### config.mk
export PLATFORM = sky130hd
export DESIGN_NAME = nco_phase_gen
export DESIGN_NICKNAME = d
export VERILOG_FILES = /design/src/rtl/nco_phase_gen_pkg.sv /design/src/rtl/nco_rate_div.sv /design/src/rtl/nco_phase_gen.sv
export SDC_FILE = /design/constraint.sdc
export NUM_CORES = 1
export LEC_CHECK = 0
export ABC_AREA = 0
export CAP_MARGIN = 20
export CORE_ASPECT_RATIO = 2
export CORE_MARGIN = 5
export CORE_UTILIZATION = 28
export CTS_CLUSTER_SIZE = 14
export DETAILED_ROUTE_END_ITERATION = 8
export MAX_ROUTING_LAYER = met4
export PLACE_DENSITY_LB_ADDON = 0.15
export SYNTH_ARGS = -nofsm -noshare
export SYNTH_HDL_FRONTEND = slang
export SYNTH_SLANG_ARGS = --single-unit
### constraint.sdc
create_clock -name clk -period 11.4 [get_ports clk]
set_input_delay 1.14 -clock clk [delete_from_list [all_inputs] [get_ports clk]]
set_output_delay 1.14 -clock clk [all_outputs]
set_load 0.01 [all_outputs]
### src/rtl/nco_phase_gen_pkg.sv
// nco_phase_gen_pkg
//   Shared definitions for the NCO phase generator and the sin/cos stage
//   it feeds: default datapath widths and the IDLE/RUN state encoding.
package nco_phase_gen_pkg;

  localparam int PHASE_WIDTH = 32;
  localparam int RATE_WIDTH  = 16;
  localparam int SWEEP_WIDTH = 16;

  typedef enum logic {
    ST_IDLE = 1'b0,
    ST_RUN  = 1'b1
  } nco_state_t;

endpackage

### src/rtl/nco_rate_div.sv
// nco_rate_div
//   Sample-rate divider. Produces a tick every rate_i+1 clocks while
//   enable_i is high; the first enabled cycle always ticks.
// Ports:
//   clk, resetn  - clock, asynchronous active-low reset
//   enable_i     - run; low holds the counter at 0 and suppresses ticks
//   rate_i       - sample period minus one, sampled on each tick
//   tick         - combinational tick for the current cycle
module nco_rate_div #(
  parameter int RATE_WIDTH = nco_phase_gen_pkg::RATE_WIDTH
) (
  input  logic                  clk,
  input  logic                  resetn,
  input  logic                  enable_i,
  input  logic [RATE_WIDTH-1:0] rate_i,
  output logic                  tick
);

  localparam logic [RATE_WIDTH-1:0] ONE = RATE_WIDTH'(1);

  logic [RATE_WIDTH-1:0] div_q;

  // Counter parked at 0 while disabled, so enabling ticks immediately.
  assign tick = enable_i && (div_q == '0);

  always_ff @(posedge clk or negedge resetn) begin
    if (!resetn) begin
      div_q <= '0;
    end else if (!enable_i) begin
      div_q <= '0;
    end else if (tick) begin
      div_q <= rate_i;
    end else begin
      div_q <= div_q - ONE;
    end
  end

endmodule

### src/rtl/nco_phase_gen.sv
// nco_phase_gen
//   Numerically controlled phase generator with phase offset and linear
//   frequency sweep. Emits one phase sample every rate_i+1 clocks.
//   Configuration is captured into a shadow register over a valid/ready
//   handshake and applied phase-continuously at the next sample boundary
//   (or on the cycle after capture while idle).
// Handshake: a transfer happens on a cycle where cfg_valid_i && cfg_ready_o;
//   cfg_ready_o stays low while the shadow holds an unapplied request, and
//   the source must hold its request until accepted.
// Ports:
//   clk, resetn          - clock, asynchronous active-low reset
//   enable_i, rate_i     - run control and sample period minus one
//   phase_clr_i          - synchronous accumulator clear
//   cfg_*                - configuration handshake and payload
//   phase_o, valid_o     - phase sample and its one-cycle strobe
//   sweep_done_o         - pulses with the sample that ends a sweep
//   state_o              - current FSM state (debug)
module nco_phase_gen #(
  parameter int PHASE_WIDTH = nco_phase_gen_pkg::PHASE_WIDTH,
  parameter int RATE_WIDTH  = nco_phase_gen_pkg::RATE_WIDTH,
  parameter int SWEEP_WIDTH = nco_phase_gen_pkg::SWEEP_WIDTH
) (
  input  logic                   clk,
  input  logic                   resetn,
  input  logic                   enable_i,
  input  logic [RATE_WIDTH-1:0]  rate_i,
  input  logic                   phase_clr_i,
  input  logic                   cfg_valid_i,
  output logic                   cfg_ready_o,
  input  logic [PHASE_WIDTH-1:0] cfg_freq_i,
  input  logic [PHASE_WIDTH-1:0] cfg_step_i,
  input  logic [SWEEP_WIDTH-1:0] cfg_sweep_len_i,
  input  logic [PHASE_WIDTH-1:0] cfg_offset_i,
  output logic [PHASE_WIDTH-1:0] phase_o,
  output logic                   valid_o,
  output logic                   sweep_done_o,
  output logic                   state_o
);

  import nco_phase_gen_pkg::*;

  localparam logic [SWEEP_WIDTH-1:0] SWEEP_ONE = SWEEP_WIDTH'(1);

  nco_state_t state_q, state_d;

  logic [PHASE_WIDTH-1:0] acc_q, freq_q, step_q, offset_q;
  logic [SWEEP_WIDTH-1:0] sweep_left_q;

  logic [PHASE_WIDTH-1:0] sh_freq_q, sh_step_q, sh_offset_q;
  logic [SWEEP_WIDTH-1:0] sh_len_q;
  logic                   pending_q;

  logic                   tick;
  logic                   cfg_fire;
  logic                   apply;
  logic [PHASE_WIDTH-1:0] freq_eff;
  logic [PHASE_WIDTH-1:0] offset_eff;

  nco_rate_div #(
    .RATE_WIDTH (RATE_WIDTH)
  ) u_rate_div (
    .clk      (clk),
    .resetn   (resetn),
    .enable_i (enable_i),
    .rate_i   (rate_i),
    .tick     (tick)
  );

  // FSM: state register
  always_ff @(posedge clk or negedge resetn) begin
    if (!resetn) begin
      state_q <= ST_IDLE;
    end else begin
      state_q <= state_d;
    end
  end

  // FSM: next state
  always_comb begin
    state_d = state_q;
    case (state_q)
      ST_IDLE: if (enable_i)  state_d = ST_RUN;
      ST_RUN:  if (!enable_i) state_d = ST_IDLE;
      default: state_d = ST_IDLE;
    endcase
  end

  assign state_o     = state_q;
  assign cfg_ready_o = !pending_q;
  assign cfg_fire    = cfg_valid_i && !pending_q;

  // A pending shadow is applied at the next tick, or immediately when idle.
  // An enabling cycle in IDLE also ticks, so its sample sees the new words.
  assign apply      = pending_q && (tick || (state_q == ST_IDLE));
  assign freq_eff   = apply ? sh_freq_q   : freq_q;
  assign offset_eff = apply ? sh_offset_q : offset_q;

  // Shadow register
  always_ff @(posedge clk or negedge resetn) begin
    if (!resetn) begin
      sh_freq_q   <= '0;
      sh_step_q   <= '0;
      sh_offset_q <= '0;
      sh_len_q    <= '0;
      pending_q   <= 1'b0;
    end else if (cfg_fire) begin
      sh_freq_q   <= cfg_freq_i;
      sh_step_q   <= cfg_step_i;
      sh_offset_q <= cfg_offset_i;
      sh_len_q    <= cfg_sweep_len_i;
      pending_q   <= 1'b1;
    end else if (apply) begin
      pending_q   <= 1'b0;
    end
  end

  // Active frequency / sweep words. The applying tick loads fresh words
  // and does not step the sweep.
  always_ff @(posedge clk or negedge resetn) begin
    if (!resetn) begin
      freq_q       <= '0;
      step_q       <= '0;
      offset_q     <= '0;
      sweep_left_q <= '0;
    end else if (apply) begin
      freq_q       <= sh_freq_q;
      step_q       <= sh_step_q;
      offset_q     <= sh_offset_q;
      sweep_left_q <= sh_len_q;
    end else if (tick && (sweep_left_q != '0)) begin
      freq_q       <= freq_q + step_q;
      sweep_left_q <= sweep_left_q - SWEEP_ONE;
    end
  end

  // Accumulator: clear beats the tick update; a clear on a tick restarts
  // the phase from 0 so the next accumulator value is just freq.
  always_ff @(posedge clk or negedge resetn) begin
    if (!resetn) begin
      acc_q <= '0;
    end else if (phase_clr_i) begin
      acc_q <= tick ? freq_eff : '0;
    end else if (tick) begin
      acc_q <= acc_q + freq_eff;
    end
  end

  // Output sample registers
  always_ff @(posedge clk or negedge resetn) begin
    if (!resetn) begin
      phase_o      <= '0;
      valid_o      <= 1'b0;
      sweep_done_o <= 1'b0;
    end else begin
      valid_o      <= tick;
      sweep_done_o <= tick && !apply && (sweep_left_q == SWEEP_ONE);
      if (tick) begin
        phase_o <= phase_clr_i ? offset_eff : (acc_q + offset_eff);
      end
    end
  end

endmodule
==> impl_metrics.csv <==
group,metric,value,unit
outcome,status,"completed",
clock_network,cts.sinks,308,
clock_network,cts_root_buffer,"clkbuf_16",
setup_path,cp.required,11.81,ns
clock_network,numCtsBuffers,34,
timing,setup_violations,0,
floorplan,die_x,188,um
routing,drt-vias-per-instance,4.90,
final_layout,fillers,6527,
synthesis,syn_area,0.0177,mm^2
floorplan,initial_core_util,0.282,
synthesis,yosysTopAreaCellShare,0.436,
synthesis,synth_xor_area_frac,0.0471,
clock_network,clockBufferDepth,3,
final_layout,areaGrowthSynthToFinish,20.1,%
floorplan,ioPinCount,169,
timing,rsz0062_at_grt,"no",
timing,slew_violations,0,
synthesis,ys_warn_count,0,
power,p_leak,9.78,nW
setup_path,r2r-end,"acc_q[30]",
placed_design,post_dp_cell_area,0.0201,mm^2
synthesis,syn_inst,1878,
floorplan,rows,130,
synthesis,yosys-top-cells-area,"dfrtp_1, nand2_1, ha_1, mux2_2, a21oi_1",
routing,wire_per_inst,17.8,um
setup_path,cp_max_fo,51,
routing,wirelength,50500,um
synthesis,synth_mux_area_frac,0.0783,
synthesis,synth-adder-area-share,0.0763,
setup_path,cp_slowest_cell,"clkdlybuf4s50_1",
timing,timing.fmax,151,MHz
final_layout,diodes,0,
setup_path,reg2reg_slack,4.93,ns
placed_design,dpl_worst_slack,4.09,ns
final_layout,drive_gt1_frac,0.104,
timing,finalSetupTns,0,ns
power,ir_drop,0.116,mV
synthesis,async_flop_share,1.00,
final_layout,final_common_cell,"nand2_1",
clock_network,postCtsSetupBuffers,0,
timing,fin_hold_ws,0.465,ns
timing,hold_viol_final,0,
power,power_density,272,mW/mm^2
setup_path,r2r-start,"u_rate_div.div_q[8]",
final_layout,final_nets,2254,
power,comb_power_share,0.474,
timing,fin_crit,6.63,ns
timing,max_slew.worst_pin.slew,1.02,ns
clock_network,clk_latency,0.55,ns
routing,initialDrtViolationCount,576,
setup_path,endpoint,"acc_q[30]",
synthesis,synth-compound-area-share,0.175,
setup_path,path_class,"primary input to flip-flop",
grt,grt_pass1_wl,81800,um
power,swShare,0.403,
routing,dr.pass1.iters,4,
clock_network,htree_levels,2,
routing,post-route-drc-count,0,
setup_path,worstPathCellList,"clkdlybuf4s50_1, nand2_1, or4_4, a21oi_4, buf_4, nand2_1, nand2_1, ha_1, inv_1, fa_1, nor2b_1, o21a_1, o21ai_0, a21bo_2, a32oi_1, a211oi_1, o211ai_1, o211ai_1, o31ai_1, xnor2_1, o21ai_0",
setup_path,cp_common_cell,"nand2_1",
timing,min_period_over_period,0.582,
clock_network,cts-resized-gates,0,
routing,vias,13900,
placed_design,hpwl,37300,um
timing,layout_setup_ws,4.77,ns
worst_hold_path,hp-class,"flip-flop to flip-flop",
floorplan,core_area,0.0628,mm^2
power,power,5.78,mW
routing,ant_nets,0,
synthesis,synth_top_cell_by_area,"dfrtp_1",
synthesis,synth-seq-cells,308,
synthesis,avgSynthCellArea,9.41,um^2
setup_path,critPathCaptureType,"flip-flop",
power,internal_power,3.45,mW
setup_path,start_kind,"primary input",
grt,grt_pass1_vias,14700,
timing,clock_skew,0.0167,ns
power,seqPwrFrac,0.332,
synthesis,synthesis.nets,2117,
synthesis,yosysSeqAreaShare,0.436,
placed_design,port-buffer-count,168,
clock_network,ctsHoldBuffers,0,
placed_design,globalplace.congestion,0.852,
timing,relSlewSlack,0.317,
grt,grt-ovfl-total,0,
grt,grt_use_total,0.151,
grt,grt_max_degree,153,
setup_path,crit_start,"enable_i",
setup_path,rr_worst_depth,22,
power,p_sw,2.33,mW
synthesis,synthFlopType,"dfrtp_1",
synthesis,synthSimpleGateAreaFrac,0.158,
synthesis,synth-edff-count,0,
final_layout,final_cell_mix,"nand2_1, dfrtp_1, clkdlybuf4s50_1",
floorplan,die_area,0.0686,mm^2
flow_run,maxCapViolations,0,
clock_network,clk_pin_slew,0.06,ns
setup_path,crit_cells,21,
floorplan,dieHeight,365,um
synthesis,synth_top_family_by_area,"compound AO/OA/AOI/OAI gates",
clock_network,cts_tree,"yes",
setup_path,path_buf_inv,3,
setup_path,slowest_delay,0.89,ns
power,clockPowerShare,0.194,
final_layout,design_area,0.0212,mm^2
setup_path,path_delay_family,"compound AO/OA/AOI/OAI gates",
setup_path,worstPathArrival,7.04,ns
grt,antenna_found_initial,0,
synthesis,ys_types,76,
==> registers in the layout (all words and copies together) (netlist names) <==
register	flops
step_q	32
sh_offset_q	32
sweep_done_o	1
u_rate_div.div_q	16
sh_step_q	32
offset_q	32
acc_q	32
freq_q	32
sweep_left_q	16
valid_o	1
state_o	1
phase_o	32
sh_freq_q	32
pending_q	1
sh_len_q	16
==> worst min-delay path by stage <==
stage / from / end / depth (start not counted)
2_1_floorplan: sh_step_q[0] / step_q[0] / 2
3_3_place_gp: sh_step_q[29] / step_q[29] / 2
3_5_place_dp: sh_step_q[13] / step_q[13] / 2
4_1_cts: sh_step_q[16] / step_q[16] / 2
5_1_grt: sh_step_q[16] / step_q[16] / 2
6_report: sh_step_q[16] / step_q[16] / 2
==> power groups by stage <==
stage	registers, mW	clock network (mW)	logic (mW)
final	1.92	1.12	2.74
after global routing	1.98	1.21	3.12
after CTS	1.93	1.17	2.80
after detailed placement	1.95	0	2.79
after global placement	1.94	0	2.76
after floorplan	1.82	0	2.08
==> layer usage <==
| metal | track usage | up-vias | wire length [um] |
|---|---|---|---|
| li1 | - | 6913 | - |
| met1 | 0.171 | 6654 | 21000 |
| met2 | 0.276 | 236 | 26400 |
| met3 | 0.0210 | 68 | 1600 |
| met4 | 0.0478 | 0 | 1460 |
| met5 | - | - | 0 |
==> synthesized netlist by cell type, drive strengths merged, types with 3 or more instances <==
cell type / n
a2111oi: 3
a211oi: 5
a21o: 50
a21oi: 136
a221o: 18
a221oi: 5
a22o: 7
a22oi: 21
a31oi: 14
and2: 5
and3: 11
buf: 34
clkbuf: 53
dfrtp: 308
fa: 3
ha: 103
inv: 32
mux2: 114
mux2i: 10
nand2: 411
nand2b: 16
nand3: 13
nand3b: 5
nand4: 9
nor2: 104
nor2b: 15
nor3: 26
nor3b: 4
nor4: 9
o211a: 18
o211ai: 14
o21a: 14
o21ai: 121
o21bai: 12
o22ai: 3
o2bb2ai: 3
o31ai: 8
or2: 4
or3: 11
or4: 3
xnor2: 59
xor2: 36
==> cell families (layout without fill, tap and decap cells) <==
group | count (synthesis) | after routing
buf+inv | 119 | 282
flops | 308 | 308
xor+xnor | 95 | 95
simple gates | 651 | 651
fa+ha+maj | 106 | 106
mux | 124 | 124
compound gates | 475 | 475
==> worst register-to-register path: cells and delay by family (launching register included) <==
family                   cells  cell delay (ns)
XOR/XNOR                     1             0.15
flip-flops                   1             0.43
AND/OR/NAND/NOR              7             2.12
AO/OA/AOI/OAI               10             2.50
adder cells (fa/ha/maj)      2             0.59
buffers and inverters        2             0.57
==> area by class of cell <==
cell class / count / area, um^2 / area share
multi-input cells: 1451 / 9460 / 0.446
flip-flops and latches: 308 / 7710 / 0.363
repair buffers: 188 / 1840 / 0.0868
well taps: 792 / 991 / 0.0467
clock buffers: 48 / 973 / 0.0458
clock inverters: 14 / 139 / 0.00654
inverters: 32 / 120 / 0.00566
==> through the flow <==
step           instances   util
2_1_floorplan       1878      -
3_3_place_gp        2771  0.321
3_5_place_dp        2771  0.321
4_1_cts             2833  0.338
5_1_grt             2833  0.338
6_report            2833  0.338
No activity file was read; power rests on OpenSTA's default activity.
